`config.mk`:
```
export PLATFORM = sky130hd
export DESIGN_NAME = mem_dump_ctrl_flat
export DESIGN_NICKNAME = d
export VERILOG_FILES = /design/src/rtl/mem_dump_ctrl_if.sv /design/src/rtl/mem_dump_ctrl.sv /design/src/flat_wrapper.sv
export SDC_FILE = /design/constraint.sdc
export NUM_CORES = 1
export LEC_CHECK = 0
export ABC_CLOCK_PERIOD_IN_PS = 1900
export CAP_MARGIN = 15
export CORE_ASPECT_RATIO = 1.25
export CORE_MARGIN = 3
export CORE_UTILIZATION = 37
export CTS_CLUSTER_DIAMETER = 80
export CTS_CLUSTER_SIZE = 20
export DETAILED_ROUTE_END_ITERATION = 7
export PLACE_DENSITY = 0.67
export SYNTH_ARGS = -nofsm -noshare
export SYNTH_HDL_FRONTEND = slang
export SYNTH_SLANG_ARGS = --single-unit
export TNS_END_PERCENT = 100
```
`constraint.sdc`:
```
create_clock -name clk -period 1.9 [get_ports clk]
set_clock_uncertainty 0.05 [all_clocks]
set_input_delay 0.285 -clock clk [delete_from_list [all_inputs] [get_ports clk]]
set_output_delay 0.285 -clock clk [all_outputs]
set_load 0.02 [all_outputs]
```
`src/rtl/mem_dump_ctrl_if.sv`:
```
`default_nettype none
// ============================================================================
// Module   : mem_dump_ctrl_if
// Brief    : Memory read port and (address, data) stream of the dump controller.
// Revision : 1.0 - initial release
// ============================================================================
interface mem_dump_ctrl_if #(
    parameter int ADDR_WIDTH = 16,
    parameter int DATA_WIDTH = 32
);
    logic                  mem_rd_en;
    logic [ADDR_WIDTH-1:0] mem_addr;
    logic [DATA_WIDTH-1:0] mem_rd_data;
    logic                  out_valid;
    logic                  out_ready;
    logic [ADDR_WIDTH-1:0] out_addr;
    logic [DATA_WIDTH-1:0] out_data;
    logic                  out_last;

    modport master (
        output mem_rd_en,
        output mem_addr,
        input  mem_rd_data,
        output out_valid,
        input  out_ready,
        output out_addr,
        output out_data,
        output out_last
    );

    modport slave (
        input  mem_rd_en,
        input  mem_addr,
        output mem_rd_data,
        input  out_valid,
        output out_ready,
        input  out_addr,
        input  out_data,
        input  out_last
    );
endinterface
`default_nettype wire

```
`src/rtl/mem_dump_ctrl.sv`:
```
`default_nettype none
// ============================================================================
// Module   : mem_dump_ctrl
// Brief    : End-of-run controller: halts the core after a programmed cycle
//            count, then streams a data-memory window out as (addr, data).
// Revision : 1.0 - initial release
// ============================================================================
module mem_dump_ctrl #(
    parameter int ADDR_WIDTH = 16,
    parameter int DATA_WIDTH = 32,
    parameter int BASE_ADDR  = 0,
    parameter int NUM_WORDS  = 1024
) (
    input  wire logic        clk,
    input  wire logic        reset,
    input  wire logic        run_en,
    input  wire logic [31:0] run_time,
    output logic             halt,
    output logic             busy,
    output logic             done,
    mem_dump_ctrl_if.master  bus
);
    localparam int                    c_IDX_W    = (NUM_WORDS > 1) ? $clog2(NUM_WORDS) : 1;
    localparam logic [c_IDX_W-1:0]    c_LAST_IDX = c_IDX_W'(NUM_WORDS - 1);
    localparam logic [ADDR_WIDTH-1:0] c_BASE     = ADDR_WIDTH'(BASE_ADDR);

    localparam logic [2:0] c_ST_IDLE = 3'd0;
    localparam logic [2:0] c_ST_HALT = 3'd1;
    localparam logic [2:0] c_ST_READ = 3'd2;
    localparam logic [2:0] c_ST_WAIT = 3'd3;
    localparam logic [2:0] c_ST_SEND = 3'd4;
    localparam logic [2:0] c_ST_DONE = 3'd5;

    logic [2:0]            r_state;
    logic [31:0]           r_cycle_cnt;
    logic [c_IDX_W-1:0]    r_idx;
    logic [ADDR_WIDTH-1:0] w_addr;

    assign w_addr = c_BASE + ADDR_WIDTH'(r_idx);

    always_ff @(posedge clk) begin
        if (!reset) begin
            r_state       <= c_ST_IDLE;
            r_cycle_cnt   <= '0;
            r_idx         <= '0;
            halt          <= 1'b0;
            busy          <= 1'b0;
            done          <= 1'b0;
            bus.mem_rd_en <= 1'b0;
            bus.mem_addr  <= '0;
            bus.out_valid <= 1'b0;
            bus.out_addr  <= '0;
            bus.out_data  <= '0;
            bus.out_last  <= 1'b0;
        end else begin
            case (r_state)
                c_ST_IDLE: begin
                    if (run_en && (r_cycle_cnt != 32'hFFFF_FFFF)) begin
                        r_cycle_cnt <= r_cycle_cnt + 32'd1;
                    end
                    if (r_cycle_cnt >= run_time) begin
                        r_state <= c_ST_HALT;
                        halt    <= 1'b1;
                        busy    <= 1'b1;
                    end
                end
                // One idle halted cycle lets in-flight core writes retire.
                c_ST_HALT: begin
                    r_state       <= c_ST_READ;
                    r_idx         <= '0;
                    bus.mem_rd_en <= 1'b1;
                    bus.mem_addr  <= c_BASE;
                end
                c_ST_READ: begin
                    bus.mem_rd_en <= 1'b0;
                    r_state       <= c_ST_WAIT;
                end
                c_ST_WAIT: begin
                    bus.out_data  <= bus.mem_rd_data;
                    bus.out_addr  <= w_addr;
                    bus.out_last  <= (r_idx == c_LAST_IDX);
                    bus.out_valid <= 1'b1;
                    r_state       <= c_ST_SEND;
                end
                c_ST_SEND: begin
                    if (bus.out_ready) begin
                        bus.out_valid <= 1'b0;
                        if (bus.out_last) begin
                            bus.out_last <= 1'b0;
                            busy         <= 1'b0;
                            done         <= 1'b1;
                            r_state      <= c_ST_DONE;
                        end else begin
                            r_idx         <= r_idx + c_IDX_W'(1);
                            bus.mem_rd_en <= 1'b1;
                            bus.mem_addr  <= w_addr + ADDR_WIDTH'(1);
                            r_state       <= c_ST_READ;
                        end
                    end
                end
                c_ST_DONE: begin
                    r_state <= c_ST_DONE;
                end
                default: begin
                    r_state <= c_ST_IDLE;
                end
            endcase
        end
    end
endmodule
`default_nettype wire
```
`src/flat_wrapper.sv`:
```
// flat-port wrapper written by rule: the top's interface ports become plain ports
module mem_dump_ctrl_flat 
#(
    parameter int ADDR_WIDTH = 16,
    parameter int DATA_WIDTH = 32,
    parameter int BASE_ADDR  = 0,
    parameter int NUM_WORDS  = 1024
)
  (clk, reset, run_en, run_time, halt, busy, done, bus_mem_rd_en, bus_mem_addr, bus_mem_rd_data, bus_out_valid, bus_out_ready, bus_out_addr, bus_out_data, bus_out_last);
  mem_dump_ctrl_if #(.ADDR_WIDTH(ADDR_WIDTH), .DATA_WIDTH(DATA_WIDTH)) bus_i ();
  input  wire logic clk;
  input  wire logic reset;
  input  wire logic run_en;
  input  wire logic [31:0] run_time;
  output logic halt;
  output logic busy;
  output logic done;
  output wire logic [$bits(bus_i.mem_rd_en)-1:0] bus_mem_rd_en;
  output wire logic [$bits(bus_i.mem_addr)-1:0] bus_mem_addr;
  input wire logic [$bits(bus_i.mem_rd_data)-1:0] bus_mem_rd_data;
  output wire logic [$bits(bus_i.out_valid)-1:0] bus_out_valid;
  input wire logic [$bits(bus_i.out_ready)-1:0] bus_out_ready;
  output wire logic [$bits(bus_i.out_addr)-1:0] bus_out_addr;
  output wire logic [$bits(bus_i.out_data)-1:0] bus_out_data;
  output wire logic [$bits(bus_i.out_last)-1:0] bus_out_last;
  assign bus_mem_rd_en = bus_i.mem_rd_en;
  assign bus_mem_addr = bus_i.mem_addr;
  assign bus_i.mem_rd_data = bus_mem_rd_data;
  assign bus_out_valid = bus_i.out_valid;
  assign bus_i.out_ready = bus_out_ready;
  assign bus_out_addr = bus_i.out_addr;
  assign bus_out_data = bus_i.out_data;
  assign bus_out_last = bus_i.out_last;
  mem_dump_ctrl #(.ADDR_WIDTH(ADDR_WIDTH), .DATA_WIDTH(DATA_WIDTH), .BASE_ADDR(BASE_ADDR), .NUM_WORDS(NUM_WORDS)) u_core (.clk(clk), .reset(reset), .run_en(run_en), .run_time(run_time), .halt(halt), .busy(busy), .done(done), .bus(bus_i));
endmodule
```
==> impl_results.rst <==
.. list-table::
   :header-rows: 1

   * - Metric
     - Value
   * - Avg Cell Area, Syn
     - 7.920 sq um
   * - Primary flip-flop cell chosen by synthesis mapping
     - dfxtp_1
   * - Final Cell Area
     - 7500 sq um
   * - Yosys Warn Count
     - 0
   * - Post-CTS Hold Fix Bufs
     - 0
   * - Achievable frequency
     - 526.6 MHz
   * - Root Buffer
     - clkbuf_16
   * - Wirelength per Cell
     - 13.97 um
   * - Post-synthesis xor/xnor area fraction
     - 3.522%
   * - NumNets Final
     - 911
   * - IR Drop Worst-Case VDD
     - 0.0003329 V
   * - Post-detailed-route DRC marker count
     - 0
   * - Simple-Gate Fraction of Synth Area
     - around a quarter
   * - Status
     - finished, final reports clean
   * - Via density per instance
     - 5.064
   * - Global-route wire length before repair
     - 21.49 mm
   * - Placeable core region
     - 12890 sq um
   * - CTS tree
     - built
   * - Critical path fanouts, max
     - 7
   * - Min Clock Period, post-route
     - roughly 1.9 ns
   * - RSZ-0062 raised after global routing
     - yes
   * - Multiplexer fraction of the synthesized cell area
     - 2.415%
   * - Fill cells
     - 1190
   * - Final-report hold violation count
     - 0
   * - Post-layout worst setup margin
     - 0.001017 ns
   * - Proportion of synthesized flip-flops having asynchronous set or reset
     - 0%
   * - Number of buffers created by CTS
     - 9
   * - Pre-CTS worst setup slack
     - -0.6932 ns
   * - Global-route congestion overflow total
     - 0
   * - Initial Utilization
     - between 30% and 40%
   * - Final Non-Filler Cells
     - 982
   * - Crit path required time
     - 2.13 ns
   * - Path class of the lowest-slack min-delay path
     - register to register
   * - Static leakage
     - 2.991 nW
   * - Post-Route Hold Slack
     - 0.4025 ns
   * - Kind of start point of the critical path
     - register
   * - Final clock period utilization by the worst path
     - around 100%
   * - Flip-flop and latch count after synthesis
     - 94
   * - Type of destination of the critical path
     - register
   * - Standard-cell row count
     - 46
   * - Number of top-level pins
     - 138
   * - Vias in the first global route
     - 4751
   * - Worst skew pair latency
     - around 0.34 ns
   * - Detailed-route wire length
     - 13.72 mm
   * - Path type of the worst setup path
     - register to register
   * - Placer congestion estimate
     - 0.8584
   * - DP Area
     - between 6000 and 7000 sq um
   * - Cell count after placement
     - 952
   * - Slew Limit Headroom
     - between 50 and 60%
   * - Data arrival time of the critical path
     - about 2.1 ns
   * - Die Span Y
     - 135.6 um
   * - Level count of the clock H-tree
     - 3
   * - Area fraction in compound gates after synthesis
     - 13.99%
   * - Detailed-route via count
     - just under 5000
   * - Seq/Total Area, Yosys
     - 37.84%
   * - Ratio of cells with drive above 1 in the final layout
     - 18.67%
   * - Sequential cell area in the final layout
     - approximately 1900 sq um
   * - CTS max path bufs
     - 2
   * - Mapped cell area
     - 4974 sq um
   * - Total inserted antenna cells
     - 0
   * - Number of synthesized flops with an enable pin
     - 0
   * - Area Growth Syn to Fin
     - 50.79%
   * - Final setup fails
     - 0
   * - Initial antenna violation count
     - 0
   * - Pin count of the biggest net entering global routing
     - 44
   * - Final antenna-violating net count
     - 0
   * - HPWL Detailed
     - 10.32 mm
   * - Cell count after synthesis
     - 628
   * - Detailed Routing Iterations Pass 1
     - 4
   * - Full die area
     - 14880 sq um
   * - Die width
     - 109.7 um
   * - Total GRT Usage
     - ~18%
   * - Number of slew-limit violations in the final report
     - 0
   * - Max-Cap Viols
     - 0
   * - Distinct cell type count after synthesis
     - 47
   * - Number of design-rule violations left by the first detailed-router iteration
     - 182
   * - Adder-cell area share of the yosys netlist
     - 8.553%
   * - Total Neg Setup Slack
     - 0 ns
   * - Number of buffers added on ports
     - approximately 130
   * - Pwr dens
     - 577.0 nW/um^2
   * - Worst Max-Slew Pin Slew
     - 0.6149 ns
   * - Combinational family with the most area after synthesis
     - simple AND/OR/NAND/NOR gates
   * - Multi-input gate area in the final layout
     - 3122 sq um
   * - Clock-pin slew of the registers on the worst-case setup and hold paths
     - about 0.07 ns
   * - Clk sink count
     - 94
stage by stage:
| stage | util, % | total power [mW] |
|---|---|---|
| finish | 58.17 | 4.327 |
| global route | 58.17 | 4.512 |
| CTS | 55.51 | 4.347 |
| detailed placement | 52.36 | 2.573 |
| global placement | 52.36 | 2.555 |
| floorplan | - | 2.324 |
worst paths after layout:
| path | from | end | slack, ns | depth (start not counted) |
|---|---|---|---|---|
| worst max-delay path | u_core.r_cycle_cnt[0] | u_core.r_cycle_cnt[7] | 0.001 | 7 |
| worst min-delay path | u_core.bus.out_data[15] | u_core.bus.out_data[15] | 0.40 | 2 |
| worst max register to register | u_core.r_cycle_cnt[0] | u_core.r_cycle_cnt[7] | 0.001 | 7 |
| worst min register to register | u_core.bus.out_data[15] | u_core.bus.out_data[15] | 0.40 | 2 |
metal layers:
layer  track usage, %  part of all wire [%]  routed length [um]  vias up
met4            5.405                   1.9                 265        0
met3            3.243                   5.5                 759       16
li1                 -                     -                   -     2506
met2            32.11                    51                7033      127
met5                0                     0                   0        -
met1            20.71                    41                5656     2324
cell usage after synthesis (2+ instances only):
| cell | count | area [sq um] |
|---|---|---|
| and2_1 | 3 | 18.77 |
| a211oi_1 | 7 | 52.55 |
| nor2_1 | 35 | 131.4 |
| or3_1 | 5 | 31.28 |
| mux2i_1 | 12 | 120.1 |
| buf_6 | 4 | 45.04 |
| a21o_1 | 4 | 30.03 |
| ha_1 | 34 | 425.4 |
| clkbuf_1 | 24 | 90.09 |
| and3_1 | 13 | 81.33 |
| nand4_1 | 21 | 131.4 |
| or4_1 | 2 | 15.01 |
| o21ai_0 | 12 | 60.06 |
| nor2b_1 | 2 | 12.51 |
| and4_1 | 7 | 61.31 |
| buf_4 | 11 | 82.58 |
| xnor2_1 | 16 | 140.1 |
| a2111oi_0 | 3 | 26.28 |
| a22oi_1 | 3 | 22.52 |
| nand3_1 | 20 | 100.1 |
| nor3_1 | 8 | 40.04 |
| nor4_1 | 6 | 37.54 |
| o31ai_1 | 3 | 22.52 |
| a21oi_1 | 74 | 370.4 |
| nand2b_1 | 18 | 112.6 |
| a31oi_1 | 5 | 31.28 |
| xor2_1 | 4 | 35.03 |
| dfxtp_1 | 94 | 1882 |
| inv_1 | 37 | 138.9 |
| nand2_1 | 124 | 465.5 |
worst max-delay path, stage by stage (launching register included):
cell and delay, ns:
dfxtp_2 0.33, buf_6 0.12, ha_4 0.15, and3_4 0.17, and3_4 0.19, a31o_4 0.27
or4_4 0.42, a21oi_2 0.14
layout make-up:
| cell class | count | area share (%) |
|---|---|---|
| flip-flops and latches | 94 | 25.26 |
| clock buffers | 10 | 3.053 |
| inverters | 38 | 1.902 |
| clock inverters | 6 | 0.7341 |
| well taps | 168 | 2.803 |
| repair buffers | 199 | 24.62 |
| multi-input cells | 467 | 41.62 |
cell families after synthesis:
logic type	Yosys count
DFF	94
AOI/OAI and AO/OA	119
other	1
buffers and inverters	78
adders and majority gates	34
muxes	12
and+or+nand+nor	270
xor gates and xnor gates	20
power breakdown:
| part | internal [mW] | leakage [nW] | switching (mW) |
|---|---|---|---|
| registers | 1.99 | 0.762 | 0.0252 |
| logic | 0.317 | 2.10 | 0.275 |
| clock network | 0.913 | 0.133 | 0.806 |
| total | 3.22 | 2.99 | 1.11 |
what timing repair did:
action	in CTS	in global routing
pin swaps	8	21
resized for setup	15	56
gates cloned	1	0
buffers inserted	3	11
endpoints found under the hold margin	0	0
endpoints found under the setup margin	12	26
flip-flops by register name, indices dropped and copies added, names as in the netlist:
register	flops
u_core.bus.mem_addr	2
u_core.bus.mem_rd_en	1
u_core.bus.out_addr	10
u_core.bus.out_data	32
u_core.bus.out_last	1
u_core.bus.out_valid	1
u_core.busy	1
u_core.done	1
u_core.halt	1
u_core.r_cycle_cnt	32
u_core.r_idx	9
u_core.r_state	3
cell usage in the layout, fill, tap and decap left out, types with 7 or more instances in the layout:
cell type,synthesis,routed
buf_4,11,70
nand3_1,20,18
xnor2_1,16,16
nor2_1,35,33
nand4_1,21,21
nand2b_1,18,17
dfxtp_1,94,84
nand2_1,124,124
conb_1,1,11
clkbuf_16,0,9
inv_1,37,32
dfxtp_2,0,10
clkdlybuf4s50_1,0,119
dlymetal6s2s_1,0,7
o21ai_0,12,11
mux2i_1,12,12
and3_1,13,11
ha_1,34,23
ha_4,0,11
a21oi_1,74,71
Power figures use the tool's default switching activity.
